### config.mk
export PLATFORM = sky130hd
export DESIGN_NAME = fft_acc_ram_reader_flat
export DESIGN_NICKNAME = d
export VERILOG_FILES = /design/src/rtl/fft_acc_ram_reader_pkg.sv /design/src/rtl/fft_acc_ram_reader_if.sv /design/src/rtl/fft_acc_rd_buf.sv /design/src/rtl/fft_acc_ram_reader.sv /design/src/flat_wrapper.sv
export SDC_FILE = /design/constraint.sdc
export NUM_CORES = 1
export LEC_CHECK = 0
export ABC_AREA = 1
export CELL_PAD_IN_SITES_DETAIL_PLACEMENT = 1
export CELL_PAD_IN_SITES_GLOBAL_PLACEMENT = 2
export CORE_MARGIN = 2
export CORE_UTILIZATION = 30
export DETAILED_ROUTE_END_ITERATION = 10
export GPL_TIMING_DRIVEN = 0
export PLACE_DENSITY_LB_ADDON = 0.1
export SLEW_MARGIN = 20
export SYNTH_ARGS = -nofsm -noshare
export SYNTH_HDL_FRONTEND = slang
export SYNTH_SLANG_ARGS = --single-unit
### constraint.sdc
create_clock -name clk -period 3 [get_ports clk]
set_input_delay 0.75 -clock clk [delete_from_list [all_inputs] [get_ports clk]]
set_output_delay 0.75 -clock clk [all_outputs]
set_load 0.01 [all_outputs]
### src/rtl/fft_acc_ram_reader_pkg.sv
// fft_acc_rd_pkg: shared types and constants for the FFT accelerator RAM reader.
//   - rd_state_e : reader FSM states (IDLE, READ, DRAIN)
//   - RAM_DEPTH  : word depth of the on-chip RAM slave (also the max transfer length)
//   - DEF_*      : default widths used by the reader, its buffer and its interface
package fft_acc_rd_pkg;

  localparam int RAM_DEPTH     = 8192;
  localparam int DEF_ADDR_W    = 13;
  localparam int DEF_DATA_W    = 32;
  localparam int DEF_CNT_W     = 14;
  localparam int DEF_BUF_DEPTH = 2;

  typedef enum logic [1:0] {
    IDLE  = 2'd0,
    READ  = 2'd1,
    DRAIN = 2'd2
  } rd_state_e;

endpackage

### src/rtl/fft_acc_ram_reader_if.sv
// fft_acc_ram_reader_if: bus bundle between the RAM reader, the RAM slave and the
// FFT datapath consumer.
//   Avalon-MM read side : m_address, m_chipselect, m_write, m_byteenable, m_clken,
//                         m_readdata (1-cycle read latency, no waitrequest)
//   Stream side         : out_data, out_valid, out_last, out_ready
// Modports:
//   master - the reader (drives the RAM request and the stream)
//   slave  - the RAM/consumer environment (returns read data and ready)
interface fft_acc_ram_reader_if
  import fft_acc_rd_pkg::*;
#(
  parameter int ADDR_W = DEF_ADDR_W,
  parameter int DATA_W = DEF_DATA_W
);

  logic [ADDR_W-1:0] m_address;
  logic              m_chipselect;
  logic              m_write;
  logic [3:0]        m_byteenable;
  logic              m_clken;
  logic [DATA_W-1:0] m_readdata;

  logic [DATA_W-1:0] out_data;
  logic              out_valid;
  logic              out_last;
  logic              out_ready;

  modport master (
    output m_address, m_chipselect, m_write, m_byteenable, m_clken,
    input  m_readdata,
    output out_data, out_valid, out_last,
    input  out_ready
  );

  modport slave (
    input  m_address, m_chipselect, m_write, m_byteenable, m_clken,
    output m_readdata,
    input  out_data, out_valid, out_last,
    output out_ready
  );

endinterface

### src/rtl/fft_acc_rd_buf.sv
// fft_acc_rd_buf: small first-word-fall-through FIFO holding RAM read data until
// the stream consumer accepts it.
//   clk, reset  : clock, asynchronous active-high reset (pointers/occupancy only)
//   push        : read data arriving this cycle (push_data valid)
//   pop         : head word accepted this cycle (only asserted while head_valid)
//   head_data   : current head word; the arriving word is forwarded when empty,
//                 and 0 when nothing is available
//   head_valid  : a word is available (stored, or arriving this cycle)
//   occupancy   : number of stored entries, excluding a word arriving this cycle
module fft_acc_rd_buf
  import fft_acc_rd_pkg::*;
#(
  parameter  int DATA_W    = DEF_DATA_W,
  parameter  int BUF_DEPTH = DEF_BUF_DEPTH,
  localparam int PTR_W     = $clog2(BUF_DEPTH),
  localparam int OCC_W     = PTR_W + 1
) (
  input  logic              clk,
  input  logic              reset,
  input  logic              push,
  input  logic [DATA_W-1:0] push_data,
  input  logic              pop,
  output logic [DATA_W-1:0] head_data,
  output logic              head_valid,
  output logic [OCC_W-1:0]  occupancy
);

  logic [DATA_W-1:0] mem [BUF_DEPTH];
  logic [PTR_W-1:0]  wr_ptr;
  logic [PTR_W-1:0]  rd_ptr;
  logic [OCC_W-1:0]  occ;
  logic              empty;
  logic              store_wr;
  logic              store_rd;

  assign empty = (occ == '0);
  // An arriving word consumed in the same cycle while empty bypasses storage.
  assign store_wr = push && !(empty && pop);
  assign store_rd = pop && !empty;

  assign head_valid = !empty || push;
  assign occupancy  = occ;

  always_comb begin
    head_data = '0;
    if (!empty) begin
      head_data = mem[rd_ptr];
    end else if (push) begin
      head_data = push_data;
    end
  end

  always_ff @(posedge clk or posedge reset) begin
    if (reset) begin
      wr_ptr <= '0;
      rd_ptr <= '0;
      occ    <= '0;
    end else begin
      if (store_wr) wr_ptr <= wr_ptr + PTR_W'(1);
      if (store_rd) rd_ptr <= rd_ptr + PTR_W'(1);
      occ <= occ + OCC_W'(store_wr) - OCC_W'(store_rd);
    end
  end

  always_ff @(posedge clk) begin
    if (store_wr) mem[wr_ptr] <= push_data;
  end

endmodule

### src/rtl/fft_acc_ram_reader.sv
// fft_acc_ram_reader: Avalon-MM read master that fetches a contiguous block of
// words from the FFT accelerator's on-chip RAM and streams them to the datapath.
//   clk, reset  : clock, asynchronous active-high reset
//   start       : command strobe, ignored while busy
//   base_addr   : first word address (sampled with start)
//   word_count  : words to read (sampled with start, saturated to RAM depth)
//   busy        : transfer in progress
//   done        : one-cycle pulse after the final word is accepted
//   bus         : fft_acc_ram_reader_if.master (RAM read port + output stream)
// Optional: define FFT_ACC_RD_CSUM_EN to add output csum, the modulo-2^DATA_W sum
// of the words streamed out in the current transfer (cleared on accepted start).
module fft_acc_ram_reader
  import fft_acc_rd_pkg::*;
#(
  parameter  int ADDR_W    = DEF_ADDR_W,
  parameter  int DATA_W    = DEF_DATA_W,
  parameter  int CNT_W     = DEF_CNT_W,
  parameter  int BUF_DEPTH = DEF_BUF_DEPTH,
  localparam int OCC_W     = $clog2(BUF_DEPTH) + 1
) (
  input  logic              clk,
  input  logic              reset,
  input  logic              start,
  input  logic [ADDR_W-1:0] base_addr,
  input  logic [CNT_W-1:0]  word_count,
  output logic              busy,
  output logic              done,
`ifdef FFT_ACC_RD_CSUM_EN
  output logic [DATA_W-1:0] csum,
`endif
  fft_acc_ram_reader_if.master bus
);

  function automatic logic [CNT_W-1:0] sat_count(input logic [CNT_W-1:0] cnt);
    if ({1'b0, cnt} > (CNT_W+1)'(RAM_DEPTH)) return CNT_W'(RAM_DEPTH);
    return cnt;
  endfunction

  rd_state_e         state;
  rd_state_e         state_nxt;
  logic [ADDR_W-1:0] rd_addr;
  logic [CNT_W-1:0]  remaining;
  logic [CNT_W-1:0]  words_left;
  logic [CNT_W-1:0]  cnt_sat;
  logic              cs_p1;
  logic              accept;
  logic              issue;
  logic              pop;
  logic              last_pop;
  logic              head_valid;
  logic [DATA_W-1:0] head_data;
  logic [OCC_W-1:0]  occ;
  logic [OCC_W:0]    pending;

  assign cnt_sat  = sat_count(word_count);
  assign accept   = start && (state == IDLE);
  // Words already committed to the buffer: stored ones plus the read in flight.
  assign pending  = {1'b0, occ} + (OCC_W+1)'(cs_p1);
  assign pop      = head_valid && bus.out_ready;
  assign last_pop = pop && (words_left == CNT_W'(1));

  always_ff @(posedge clk or posedge reset) begin
    if (reset) state <= IDLE;
    else       state <= state_nxt;
  end

  always_comb begin
    state_nxt = state;
    case (state)
      IDLE:    if (accept && (cnt_sat != '0)) state_nxt = READ;
      READ:    if (issue && (remaining == CNT_W'(1))) state_nxt = DRAIN;
      DRAIN:   if (last_pop) state_nxt = IDLE;
      default: state_nxt = IDLE;
    endcase
  end

  always_comb begin
    busy  = (state != IDLE);
    issue = (state == READ) && (remaining != '0) &&
            (pending < (OCC_W+1)'(BUF_DEPTH));
  end

  // Request stage: address/count bookkeeping; cs_p1 marks data returning next cycle.
  always_ff @(posedge clk or posedge reset) begin
    if (reset) begin
      rd_addr    <= '0;
      remaining  <= '0;
      words_left <= '0;
      cs_p1      <= 1'b0;
      done       <= 1'b0;
    end else begin
      cs_p1 <= issue;
      done  <= (accept && (cnt_sat == '0)) || last_pop;
      if (accept) begin
        rd_addr    <= base_addr;
        remaining  <= cnt_sat;
        words_left <= cnt_sat;
      end else begin
        if (issue) begin
          rd_addr   <= rd_addr + ADDR_W'(1);
          remaining <= remaining - CNT_W'(1);
        end
        if (pop) words_left <= words_left - CNT_W'(1);
      end
    end
  end

  // Capture stage: read data lands in the buffer the cycle after its request.
  fft_acc_rd_buf #(
    .DATA_W    (DATA_W),
    .BUF_DEPTH (BUF_DEPTH)
  ) u_buf (
    .clk        (clk),
    .reset      (reset),
    .push       (cs_p1),
    .push_data  (bus.m_readdata),
    .pop        (pop),
    .head_data  (head_data),
    .head_valid (head_valid),
    .occupancy  (occ)
  );

  assign bus.m_address    = rd_addr;
  assign bus.m_chipselect = issue;
  assign bus.m_write      = 1'b0;
  assign bus.m_byteenable = 4'hF;
  assign bus.m_clken      = 1'b1;
  assign bus.out_data     = head_data;
  assign bus.out_valid    = head_valid;
  assign bus.out_last     = head_valid && (words_left == CNT_W'(1));

`ifdef FFT_ACC_RD_CSUM_EN
  always_ff @(posedge clk or posedge reset) begin
    if (reset)       csum <= '0;
    else if (accept) csum <= '0;
    else if (pop)    csum <= csum + head_data;
  end
`endif

endmodule

### src/flat_wrapper.sv
// flat-port wrapper written by rule: the top's interface ports become plain ports
module fft_acc_ram_reader_flat import fft_acc_rd_pkg::*;
#(
  parameter  int ADDR_W    = DEF_ADDR_W,
  parameter  int DATA_W    = DEF_DATA_W,
  parameter  int CNT_W     = DEF_CNT_W,
  parameter  int BUF_DEPTH = DEF_BUF_DEPTH,
  localparam int OCC_W     = $clog2(BUF_DEPTH) + 1
)
  (clk, reset, start, base_addr, word_count, busy, done, bus_m_address, bus_m_chipselect, bus_m_write, bus_m_byteenable, bus_m_clken, bus_m_readdata, bus_out_data, bus_out_valid, bus_out_last, bus_out_ready);
  fft_acc_ram_reader_if #(.ADDR_W(ADDR_W), .DATA_W(DATA_W)) bus_i ();
  input  logic clk;
  input  logic reset;
  input  logic start;
  input  logic [ADDR_W-1:0] base_addr;
  input  logic [CNT_W-1:0] word_count;
  output logic busy;
  output logic done;
  output wire logic [$bits(bus_i.m_address)-1:0] bus_m_address;
  output wire logic [$bits(bus_i.m_chipselect)-1:0] bus_m_chipselect;
  output wire logic [$bits(bus_i.m_write)-1:0] bus_m_write;
  output wire logic [$bits(bus_i.m_byteenable)-1:0] bus_m_byteenable;
  output wire logic [$bits(bus_i.m_clken)-1:0] bus_m_clken;
  input wire logic [$bits(bus_i.m_readdata)-1:0] bus_m_readdata;
  output wire logic [$bits(bus_i.out_data)-1:0] bus_out_data;
  output wire logic [$bits(bus_i.out_valid)-1:0] bus_out_valid;
  output wire logic [$bits(bus_i.out_last)-1:0] bus_out_last;
  input wire logic [$bits(bus_i.out_ready)-1:0] bus_out_ready;
  assign bus_m_address = bus_i.m_address;
  assign bus_m_chipselect = bus_i.m_chipselect;
  assign bus_m_write = bus_i.m_write;
  assign bus_m_byteenable = bus_i.m_byteenable;
  assign bus_m_clken = bus_i.m_clken;
  assign bus_i.m_readdata = bus_m_readdata;
  assign bus_out_data = bus_i.out_data;
  assign bus_out_valid = bus_i.out_valid;
  assign bus_out_last = bus_i.out_last;
  assign bus_i.out_ready = bus_out_ready;
  fft_acc_ram_reader #(.ADDR_W(ADDR_W), .DATA_W(DATA_W), .CNT_W(CNT_W), .BUF_DEPTH(BUF_DEPTH)) u_core (.clk(clk), .reset(reset), .start(start), .base_addr(base_addr), .word_count(word_count), .busy(busy), .done(done), .bus(bus_i));
endmodule
-- Word-level counts from Yosys, hierarchy flattened
Memories as Yosys holds them, arrays and structs flattened.
Cells that the tools add are included.
- register bits after elaboration: 49
- RAM bits: 64
- input bits: 63
- output and inout bits: 56
- word-level logic and storage cells: 69
- memories: 1
- $add $sub $neg: 8
- magnitude comparators: 2
- equal/unequal tests: 7
- mux-type cells: 17
- reductions and logical operators: 25
- memories (memory ; depth ; bits a word ; rd ports ; clocked after Yosys merged registers in ; write ports ; line ; RTL):
    u_core.u_buf.mem ; 2 ; 32 ; 1 ; 0 ; 1 ; fft_acc_rd_buf.sv:28 ; logic [DATA_W-1:0] mem [BUF_DEPTH];
- operators with widths (cell ; number):
    $mux W14 ; 6
    $mux W32 ; 2
    $eq A14 B1 Y1 const B ; 2
    $reduce_bool A14 Y1 ; 2
    $sub A14 B1 Y14 const B ; 2
    $mux W13 ; 2
    $gt A14 B14 Y1 const B ; 1
    $logic_not A14 Y1 ; 1
    $add A13 B1 Y13 const B ; 1
    $logic_and A1 B1 Y1 ; 12
    $mux W2 ; 3
    $pmux W2 S3 ; 1
    $reduce_bool A2 Y1 ; 3
    $logic_not A2 Y1 ; 2
    $ne A2 B1 Y1 const B ; 2
    $add A2 B1 Y3 ; 1
    $lt A3 B2 Y1 const B ; 1
    $mux W1 ; 3
    $reduce_and A3 Y1 ; 1
    $add A1 B1 Y1 const B ; 2
    $add A2 B1 Y2 ; 1
    $eq A2 B1 Y1 const B ; 1
    $eq A2 B2 Y1 const B ; 1
    $logic_not A1 Y1 ; 2
    other kinds (3) ; 4

-- Logic depth before layout (Yosys ltp)
- word-level depth: 9
- gate-level depth with buffers: 11
- gate-level depth less buffers: 10

-- Hierarchy
From an unflattened synthesis, not the netlist that was laid out.
- cell total of the unflattened synthesis: 741
- area total of the unflattened synthesis: 6219.7 µm²
- by module, submodules not included (module ; instances ; cells each ; area each (µm²) ; seq. area each (µm²)):
    fft_acc_ram_reader ; 1 ; 436 ; 3125.5 ; 1126.1
    fft_acc_rd_buf ; 1 ; 305 ; 3094.2 ; 2021.9

-- Least setup slack after synthesis
No wires, ideal clock.
- kind: in2reg
- from: input port bus_out_ready
- to: memory u_core.u_buf.mem[0][0] (netlist bit), enable pin
- library setup time: 0.421 ns
- data arrival time: 2.303 ns
- data required time: 2.579 ns
- setup slack: 0.276 ns
- cell stages on the path: 3
- path buffers: 0
- path through: inv_1 o21ai_1 nor2_1
- word-level cells in the longest chain between the ends: 6
- ends and longest elaborated chain (item ; line ; RTL):
    start, declared ; flat_wrapper.sv:28 ; input wire logic [$bits(bus_i.out_ready)-1:0] bus_out_ready;
    $logic_and A1 B1 Y1 ; fft_acc_ram_reader.sv:59 ; assign pop = head_valid && bus.out_ready;
    $logic_and A1 B1 Y1 ; fft_acc_rd_buf.sv:38 ; assign store_wr = push && !(empty && pop);
    $logic_not A1 Y1 ; fft_acc_rd_buf.sv:38 ;
    $logic_and A1 B1 Y1 ; fft_acc_rd_buf.sv:38 ;
    $mux W1 ; fft_acc_rd_buf.sv:66 ; if (store_wr) mem[wr_ptr] <= push_data;
    $mux W1 (not written as such) ; fft_acc_rd_buf.sv:66 ;
    end, declared ; fft_acc_rd_buf.sv:28 ;
Every way passes these cells.

-- Final worst setup path
- from: register u_core.u_buf.occ[0] (netlist: u_core.u_buf.occupancy[0])
- to: output port bus_out_data[13]
- word-level cells in the longest chain between the ends: 2
- ends and longest elaborated chain (item ; line ; RTL):
    start, declared ; fft_acc_rd_buf.sv:31 ; logic [OCC_W-1:0] occ;
    start signal, assigned ; fft_acc_rd_buf.sv:61 ; occ <= occ + OCC_W'(store_wr) - OCC_W'(store_rd);
    $logic_not A2 Y1 ; fft_acc_rd_buf.sv:36 ; assign empty = (occ == '0);
    $mux W32 ; fft_acc_rd_buf.sv:46 ; if (!empty) begin
    end, declared ; flat_wrapper.sv:25 ; output wire logic [$bits(bus_i.out_data)-1:0] bus_out_data;
Every way passes these cells.

==> results.ini <==
[floorplanning]
die_area_um2 = 21200
rows = 51
die_x_um = 146
fp.coreArea_um2 = 19600
initial_core_util_pct = 30.7
die_h_um = 146
ios = 119

[global_routing]
grt_start_max_net_pins = 49
grt_busiest_layer = met2
overflow = 0
grt_pass1_wl_um = 32600
grt_antenna_before_repair = 0
track_usage_pct = 19.4
met2_usage_pct = 33.2
met1_usage_pct = 25.5
grt_use_met3_pct = 3.04
grt_pass1_vias = 6023

[setup_path]
worst-path-max-fanout = 10
worstPathArrival_ns = 2.18
end_kind = primary output
worstSetupPathType = register to primary output
startpoint_type = register
crit_required_ns = 2.25

[cts]
path_clk_slew_ns = 0.06
clock-sinks = 113
htreeDepth = 4
cts.path.max_buffers = 2
cts_tree = built
cts_hold_buf = 0
cts_buffers = 17
cts_root_buf = clkbuf_16
worstSkewPairLatency_ns = 0.41

[pwr]
p_leak_nw = 3.44
powerDensity_nw_per_um2 = 1110
ir_drop_mv = 0.524

[synthesis]
synth-seq-cells = 113
syn-mean-instance-area_um2 = 8.13
synth_top_area_share_pct = 32.0
netlist_area_um2 = 6010
synthDistinctLibCells = 34
yosys_warnings = 0
synthFlopType = edfxtp_1
yosysSeqAreaShare_pct = 52.4
netlist_instances = 739
netlist_top_cells_area = edfxtp_1 32%, dfrtp_1 20%, nand2_1 12%
yosys.area.top_type = edfxtp_1
synth_edf_count = 64
async_reset_ff_share_pct = 43.4

[timing]
max_freq_ghz = 0.342
finClkSkew_ns = 0.00903
period_share_pct = 97.5
setup_viol = 0
hold_violations = 0
drv_slew = 0
period_needed_ns = 2.93
tightest_slew_ns = 0.743
slew_headroom_pct = 50.5
fin_hold_ws_ns = 0.505

[placed_design]
numPortBuffers = 112
routabilityCongestion = 0.839
dpl_cell_area_um2 = 7570
dp_hpwl_um = 14400

[routing]
firstDrtPassIters = 4
post-route-drc-count = 0
wl_per_cell_um = 17.4
drt-total-wl_um = 20100
via_count = 5549
routed_via_density = 4.80
ant_nets = 0
drtIter0Drc = 268

[worst_hold_path]
hold_path_class = register to register

[finish]
design_area_um2 = 8250
drive_gt1_share_pct = 10.0
multi_input_comb_area_um2 = 2520
layout.area.seq_um2 = 3150
n_fill_cell = 2344
layout_common_cells = 196 x nand2_1, 111 x clkdlybuf4s50_1, 94 x nor2_1, 91 x nand3_1, 74 x o21ai_0
final_common_cell = nand2_1
antennaDiodeCount = 0
final_nets = 947
synthToLayoutAreaGrowth_pct = 37.3

[run_status]
outcome = finished, final reports clean

[run]
cap_violations = 0

==> where the power goes <==
group | switching (mW) | internal, mW
registers | 0.372 | 2.21
logic | 2.62 | 1.83
clock network | 0.781 | 1.32
total | 3.77 | 5.36
==> worst max-delay path, cell delays in order (launching register included) <==
cell and delay, ns:
dfrtp_1 0.41, nor2_4 0.09, inv_2 0.13, clkbuf_4 0.21, o21ai_0 0.09, o21ai_0 0.24, clkdlybuf4s50_1 0.59
==> through the flow <==
| stage | instances | TNS, ns | worst slack [ns] | util [%] | total power [mW] |
|---|---|---|---|---|---|
| after floorplan | 743 | 0 | 0.276 | - | 4.99 |
| after global placement | 1120 | -86.67 | -1.17 | 38.2 | 6.78 |
| after detailed placement | 1123 | 0 | 0.0865 | 38.6 | 6.98 |
| after CTS | 1155 | 0 | 0.00165 | 42.0 | 9.22 |
| after global routing | 1155 | -0.0124 | -0.00517 | 42.1 | 9.87 |
| final | 1155 | 0 | 0.0748 | 42.1 | 9.13 |
==> state kept, by name, indices dropped and copies added (netlist names) <==
signal and cells:
u_core.cs_p1 1, u_core.done 1, u_core.remaining 14, u_core.words_left 14, u_core.bus.m_address 13, u_core.u_buf.mem 64
u_core.state 2, u_core.u_buf.wr_ptr 1, u_core.u_buf.rd_ptr 1, u_core.u_buf.occupancy 2
==> area by class of cell <==
cell class	instances	area share, %
tap	265	4.02
clock inverter	14	2.18
clock buffer	18	5.20
inverter	55	2.59
timing repair buffer	116	14.6
sequential	113	38.2
buffer	35	2.71
multi-input combinational	539	30.5
==> routing by layer <==
metal | routed length [um] | share of wire, %
met3 | 662 | 3.3
met2 | 10000 | 50
met1 | 9210 | 46
met4 | 218 | 1.1
met5 | 0 | 0
==> cells in the mapped netlist, drive strengths merged, types with 2 or more instances <==
master and count:
o211ai 2, nand4 9, inv 54, clkbuf 20
nand2 198, ha 7, nor3 6, xor2 3
a21oi 8, dfrtp 49, conb 2, edfxtp 64
a21o 2, o21bai 3, nand3b 2, buf 16
or2 4, nor2 101, xnor2 5, nand3 93
o21ai 86
==> worst paths after layout <==
check | depth (start not counted) | slack (ns) | to | start
setup / recovery | 6 | 0.07 | bus_out_data[13] | u_core.u_buf.occupancy[0]
hold / removal | 2 | 0.50 | u_core.words_left[13] | u_core.words_left[13]
setup reg to reg | 7 | 0.98 | u_core.u_buf.occupancy[1] | u_core.u_buf.occupancy[0]
hold reg to reg | 2 | 0.50 | u_core.words_left[13] | u_core.words_left[13]
max in group asynchronous | 3 | 1.98 | u_core.u_buf.occupancy[1] | reset
min in group asynchronous | 2 | 0.55 | u_core.done | reset
==> cell families (layout without fill, tap and decap cells) <==
group,count (synthesis),in the layout,share of synthesized area [%]
xor gates and xnor gates,8,8,1.17
and+or+nand+nor,415,415,29.3
AOI/OAI and AO/OA,103,103,8.98
adders and majority gates,7,7,1.46
buffers and inverters,91,238,6.60
other,2,6,0.125
DFF,113,113,52.4
==> repair_timing <==
action                                  4_1_cts  5_1_grt
cloned                                        0        0
pin swaps                                     0        0
gates resized for setup                      27       18
endpoints found under the setup margin       31       24
setup buffers                                 1        0
Note: power is estimated with default switching activity, not from simulation.
